File: src/rtl/dds_core.sv
// Direct digital synthesizer: phase accumulator, quarter-wave sine ROM with
// quadrant folding, offset-binary sample output and first-order sigma-delta bitstream.
module dds_core #(
  parameter int PHASE_WIDTH = 32,
  parameter int LUT_ADDR    = 8,
  parameter int AMP_WIDTH   = 10
) (
  input  logic                   clk,
  input  logic                   nreset,
  input  logic [PHASE_WIDTH-1:0] code,
  input  logic                   code_valid,
  input  logic                   sync,
  output logic [AMP_WIDTH-1:0]   sample,
  output logic                   sq_out,
  output logic                   out
);

  localparam int ROM_DEPTH = 2 ** LUT_ADDR;
  localparam int MAG_W     = AMP_WIDTH - 1;
  localparam int ROM_BITS  = ROM_DEPTH * MAG_W;
  localparam int AMP_MAX   = (2 ** (AMP_WIDTH - 1)) - 1;
  localparam logic [AMP_WIDTH-1:0] MID    = {1'b1, {(AMP_WIDTH-1){1'b0}}};
  localparam logic [AMP_WIDTH-1:0] MID_M1 = {1'b0, {(AMP_WIDTH-1){1'b1}}};
  // pi scaled by 2^60
  localparam logic [127:0] PI_Q = {64'h0, 64'h3243F6A8885A308D};

  // Fixed-point Taylor series of sin(pi/2*(k+0.5)/ROM_DEPTH), Q60, rounded to nearest.
  function automatic logic [ROM_BITS-1:0] gen_rom();
    logic [ROM_BITS-1:0] rom;
    logic [127:0] x;
    logic [127:0] x2;
    logic [127:0] term;
    logic [127:0] sum;
    logic [127:0] val;
    rom = '0;
    for (int k = 0; k < ROM_DEPTH; k++) begin
      x    = (PI_Q * 128'(2 * k + 1)) >> (LUT_ADDR + 2);
      x2   = (x * x) >> 60;
      term = x;
      sum  = x;
      for (int n = 1; n < 16; n++) begin
        term = ((term * x2) >> 60) / 128'((2 * n) * (2 * n + 1));
        if (n[0]) begin
          sum = sum - term;
        end else begin
          sum = sum + term;
        end
      end
      val = (sum * 128'(AMP_MAX) + (128'd1 << 59)) >> 60;
      rom[k*MAG_W +: MAG_W] = MAG_W'(val);
    end
    return rom;
  endfunction

  localparam logic [ROM_BITS-1:0] ROM_FLAT = gen_rom();

  logic [MAG_W-1:0] rom_s [ROM_DEPTH];
  for (genvar k = 0; k < ROM_DEPTH; k++) begin : g_rom
    assign rom_s[k] = ROM_FLAT[k*MAG_W +: MAG_W];
  end

  logic [PHASE_WIDTH-1:0] tw_q, tw_d;
  logic [PHASE_WIDTH-1:0] phase_q, phase_d;
  logic [LUT_ADDR-1:0]    idx_q, idx_d;
  logic                   s1_sign_q, s1_sign_d;
  logic [MAG_W-1:0]       mag_q, mag_d;
  logic                   s2_sign_q, s2_sign_d;
  logic [AMP_WIDTH-1:0]   sample_q, sample_d;
  logic                   sq_q, sq_d;
  logic [AMP_WIDTH-1:0]   acc_q, acc_d;
  logic                   out_q, out_d;
  logic [AMP_WIDTH:0]     sd_sum_s;
  logic [LUT_ADDR-1:0]    raw_idx_s;

  // Next-state for accumulator, fold, ROM, sign apply and modulator
  always_comb begin
    tw_d      = tw_q;
    phase_d   = phase_q;
    raw_idx_s = phase_q[PHASE_WIDTH-3 -: LUT_ADDR];
    idx_d     = raw_idx_s;
    sd_sum_s  = {1'b0, acc_q} + {1'b0, sample_q};

    if (code_valid) begin
      tw_d = code;
    end else begin
      tw_d = tw_q;
    end

    // sync wins over accumulation; a simultaneous load still takes effect above
    if (sync) begin
      phase_d = '0;
    end else begin
      phase_d = phase_q + tw_q;
    end

    if (phase_q[PHASE_WIDTH-2]) begin
      idx_d = ~raw_idx_s;
    end else begin
      idx_d = raw_idx_s;
    end
    s1_sign_d = phase_q[PHASE_WIDTH-1];

    mag_d     = rom_s[idx_q];
    s2_sign_d = s1_sign_q;

    if (s2_sign_q) begin
      sample_d = MID_M1 - {1'b0, mag_q};
    end else begin
      sample_d = MID + {1'b0, mag_q};
    end
    sq_d = s2_sign_q;

    acc_d = sd_sum_s[AMP_WIDTH-1:0];
    out_d = sd_sum_s[AMP_WIDTH];
  end

  // State and pipeline registers
  always_ff @(posedge clk or negedge nreset) begin
    if (!nreset) begin
      tw_q      <= '0;
      phase_q   <= '0;
      idx_q     <= '0;
      s1_sign_q <= 1'b0;
      mag_q     <= '0;
      s2_sign_q <= 1'b0;
      sample_q  <= '0;
      sq_q      <= 1'b0;
      acc_q     <= '0;
      out_q     <= 1'b0;
    end else begin
      tw_q      <= tw_d;
      phase_q   <= phase_d;
      idx_q     <= idx_d;
      s1_sign_q <= s1_sign_d;
      mag_q     <= mag_d;
      s2_sign_q <= s2_sign_d;
      sample_q  <= sample_d;
      sq_q      <= sq_d;
      acc_q     <= acc_d;
      out_q     <= out_d;
    end
  end

  assign sample = sample_q;
  assign sq_out = sq_q;
  assign out    = out_q;

endmodule

File: config.mk
export PLATFORM = sky130hd
export DESIGN_NAME = dds_core
export DESIGN_NICKNAME = d
export VERILOG_FILES = /design/src/rtl/dds_core.sv
export SDC_FILE = /design/constraint.sdc
export NUM_CORES = 1
export LEC_CHECK = 0
export BUFFER_PORTS_ARGS = -buffer_cell sky130_fd_sc_hd__buf_2
export CORE_MARGIN = 3
export CORE_UTILIZATION = 62
export DETAILED_ROUTE_END_ITERATION = 7
export GPL_ROUTABILITY_DRIVEN = 1
export GPL_TIMING_DRIVEN = 0
export PLACE_DENSITY = 0.83
export SLEW_MARGIN = 10
export SYNTH_ARGS = -nofsm -noshare
export SYNTH_HDL_FRONTEND = slang
export SYNTH_SLANG_ARGS = --single-unit
File: constraint.sdc
create_clock -name clk -period 2.72 [get_ports clk]
set_input_delay 0.136 -clock clk [delete_from_list [all_inputs] [get_ports clk]]
set_output_delay 0.136 -clock clk [all_outputs]
set_load 0.1 [all_outputs]
==> results by group <==
Clocking
  – TritonCTS clock tree: yes
  – Reg clk slew, reported paths: 0.08 ns
  – Max clock buf depth: 2
  – Root Buffer Master: clkbuf_16
  – CTS H-tree lvls: 3
  – TritonCTS Buffers: 9
  – CTS sink count: 105
  – Clock latency on the worst-skew pair: 0.36 ns

Synth
  – Simple-Gate Fraction of Synth Area: 15.0%
  – Post-Synthesis Cells: 847
  – Ys flop type: dfrtp_1
  – Largest family of logic cells by synthesized area: compound AO/OA/AOI/OAI gates
  – Warnings from Yosys: 0
  – XOR/XNOR Fraction of Synth Area: 5.94%
  – Yosys reg bits: 105
  – Post-synthesis sequential area ratio: 34.9%
  – EDFF count, synth: 0
  – Synth Area in Adders: 9.35%
  – Mapped Area: 7520 µm²
  – Post-synthesis mux area share: 6.99%
  – Synth Area in Compound Gates: 23.2%
  – Syn avg cell area: 8.88 µm²
  – Asr flop ratio synth: 100%
  – Syn nets: 938
  – Post-synth cell types: 68

Route
  – Wire per inst: 22.6 µm
  – Initial DRC count: 1293
  – DR pass1 iterations: 8
  – Post-DRT Antenna Nets: 0
  – Vias per cell: 6.94
  – DR vias: 7380
  – Total routed wirelength: 24.0 mm
  – Drt drc: 0

Worst hold path
  – Worst Hold Depth: 2
  – HP Class: in2reg

Worst setup path
  – Crit start category: flip-flop
  – Worst EP required: 2.99 ns
  – Crit path kind: reg2reg
  – CP Max Fanout: 10
  – Worst Setup End Kind: flip-flop
  – R2R depth: 10
  – Worst endpoint data arrival time: 2.96 ns

Global routing
  – Initial antenna violation count: 0
  – Total GRT Usage: 36.0%
  – Vias in the first global route: 7264
  – GRT Residual Overflow: 0
  – Largest net degree at the start of global routing: 57
  – First-pass GRT wire length: 37.5 mm

Cells and area
  – Share of cells above drive strength 1: 17.9%
  – # nets final: 1006
  – Ant diodes: 0
  – Area growth from synthesis to layout: 12.1%
  – Fin util: 72.6%

Floorplan
  – Ports: 48
  – Core Region: 11600 µm²
  – # rows: 39
  – Die Span Y: 116 µm
  – Initial core utilization: 64.8%
  – Chip Width: 116 µm
  – Die area: 13500 µm²

Timing
  – Max Freq: 372 MHz
  – Slew Limit Fails: 0
  – Worst Tran Pin Value: 0.946 ns
  – Min Tclk post-route: 2.69 ns
  – # setup viols final: 0
  – Worst slew margin: 36.3%
  – Fin Clk Skew: 0.0119 ns
  – Tcrit/Tclk final: 98.8%
  – Fin. Hold Viols: 0

Run status
  – Status: finished clean

Place
  – DP Wirelength: 16.3 mm
  – Routability Congestion: 1.02
  – Port Buf Inserts: 46

Job
  – Max-cap violations: 0
-- worst paths after layout --
kind | from | endpoint | slack [ns]
setup / recovery | idx_q[2]$_DFF_PN0_ | mag_q[2]$_DFF_PN0_ | 0.03
hold / removal | code[14] | tw_q[14]$_DFFE_PN0P_ | 0.008
setup reg to reg | idx_q[2]$_DFF_PN0_ | mag_q[2]$_DFF_PN0_ | 0.03
hold reg to reg | s1_sign_q$_DFF_PN0_ | s2_sign_q$_DFF_PN0_ | 0.36
max in group asynchronous | nreset | mag_q[5]$_DFF_PN0_ | 1.64
min in group asynchronous | nreset | phase_q[12]$_DFF_PN0_ | 0.38
-- area by class of cell --
| cell class | instances | area [µm²] |
|---|---|---|
| multi-input cells | 656 | 4600 |
| clock buffers | 11 | 253 |
| well taps | 143 | 179 |
| clock inverters | 5 | 45.0 |
| plain buffers | 58 | 260 |
| fillers | 831 | 3180 |
| repair buffers | 59 | 360 |
| inverters | 26 | 101 |
| flip-flops and latches | 105 | 2630 |
-- cells by family after synthesis --
logic type                 Yosys count
DFF                                105
buffers and inverters               86
xor gates and xnor gates            51
muxes                               42
adders and majority gates           55
AOI/OAI and AO/OA                  272
and+or+nand+nor                    236
-- critical path: stages, from the launching register on --
cell,delay (ns)
dfrtp_1,0.44
buf_2,0.24
buf_2,0.30
buf_2,0.29
buf_2,0.33
o21ai_0,0.18
a21oi_1,0.19
a21oi_1,0.06
o21ai_0,0.27
nand2_1,0.09
a32oi_1,0.23
-- synth_stat cells (all sizes together) (4+ instances only) --
master	n	area share, %
a211oi	14	1.4
a21o	22	2.2
a21oi	81	5.6
a31oi	14	1.2
buf	26	1.7
clkbuf	34	1.7
dfrtp	105	35
ha	53	8.8
inv	25	1.2
mux2	34	5.1
mux4	5	1.5
nand2	63	3.1
nand2b	12	1.0
nand3	15	1.0
nand3b	4	0.40
nand4	12	1.0
nor2	72	3.6
nor2b	15	1.3
nor3	18	1.2
nor3b	4	0.40
o2111ai	5	0.58
o211ai	19	1.9
o21a	9	0.90
o21ai	57	3.8
o21bai	8	0.80
o22ai	5	0.42
o311a	4	0.53
o31ai	7	0.70
or2	4	0.33
or3	5	0.42
xnor2	20	2.3
xor2	31	3.6
-- cell usage in the layout, fill, tap and decap left out, types with 12 or more instances in the layout --
| cell | instances |
|---|---|
| a211oi_1 | 12 |
| a21o_1 | 22 |
| a21oi_1 | 74 |
| a31oi_1 | 14 |
| buf_2 | 63 |
| clkbuf_1 | 29 |
| dfrtp_1 | 103 |
| ha_1 | 52 |
| inv_1 | 21 |
| mux2_2 | 31 |
| nand2_1 | 62 |
| nand3_1 | 15 |
| nand4_1 | 12 |
| nor2_1 | 72 |
| nor2b_1 | 12 |
| nor3_1 | 17 |
| o211ai_1 | 19 |
| o21ai_0 | 47 |
| xnor2_1 | 20 |
| xor2_1 | 31 |
-- layer usage --
| layer | vias to the layer above | wire [µm] | GRT usage (%) | share of wire, % |
|---|---|---|---|---|
| li1 | 3212 | - | - | - |
| met1 | 3457 | 9450 | 47.8 | 39 |
| met2 | 594 | 10800 | 55.4 | 45 |
| met3 | 117 | 2850 | 10.2 | 12 |
| met4 | 0 | 988 | 15.5 | 4.1 |
| met5 | - | 0 | 0 | 0 |
-- repair_timing --
action / 4_1_cts / 5_1_grt
setup endpoints to repair: 8 / 12
pin swaps: 1 / 4
hold endpoints to repair: 52 / 0
resized for setup: 11 / 23
buffers inserted: 3 / 5
hold buffers: 4 / 0
-- sequential cells by signal, indices dropped and copies added (netlist names) --
register,cells
acc_q,10
idx_q,8
mag_q,9
out,1
phase_q,32
s1_sign_q,1
s2_sign_q,1
sample,10
sq_out,1
tw_q,32
-- stage by stage --
stage                     hold slack, ns  setup TNS (ns)  cell area [µm²]  cells  setup WS (ns)
after detailed placement           0.211           -2.67             7960   1037         -0.647
final                            0.00803               0             8430   1063         0.0335
after global placement             0.345           -3.25             7930   1036         -0.772
after global routing             0.00223         -0.0273             8430   1063        -0.0273
after CTS                       0.000736               0             8350   1060        0.00550
after floorplan                   -0.160               0             7520    847         0.0633
Power is not shown: default switching activity piles up to over one toggle a cycle in this logic, so the estimate is an artifact.
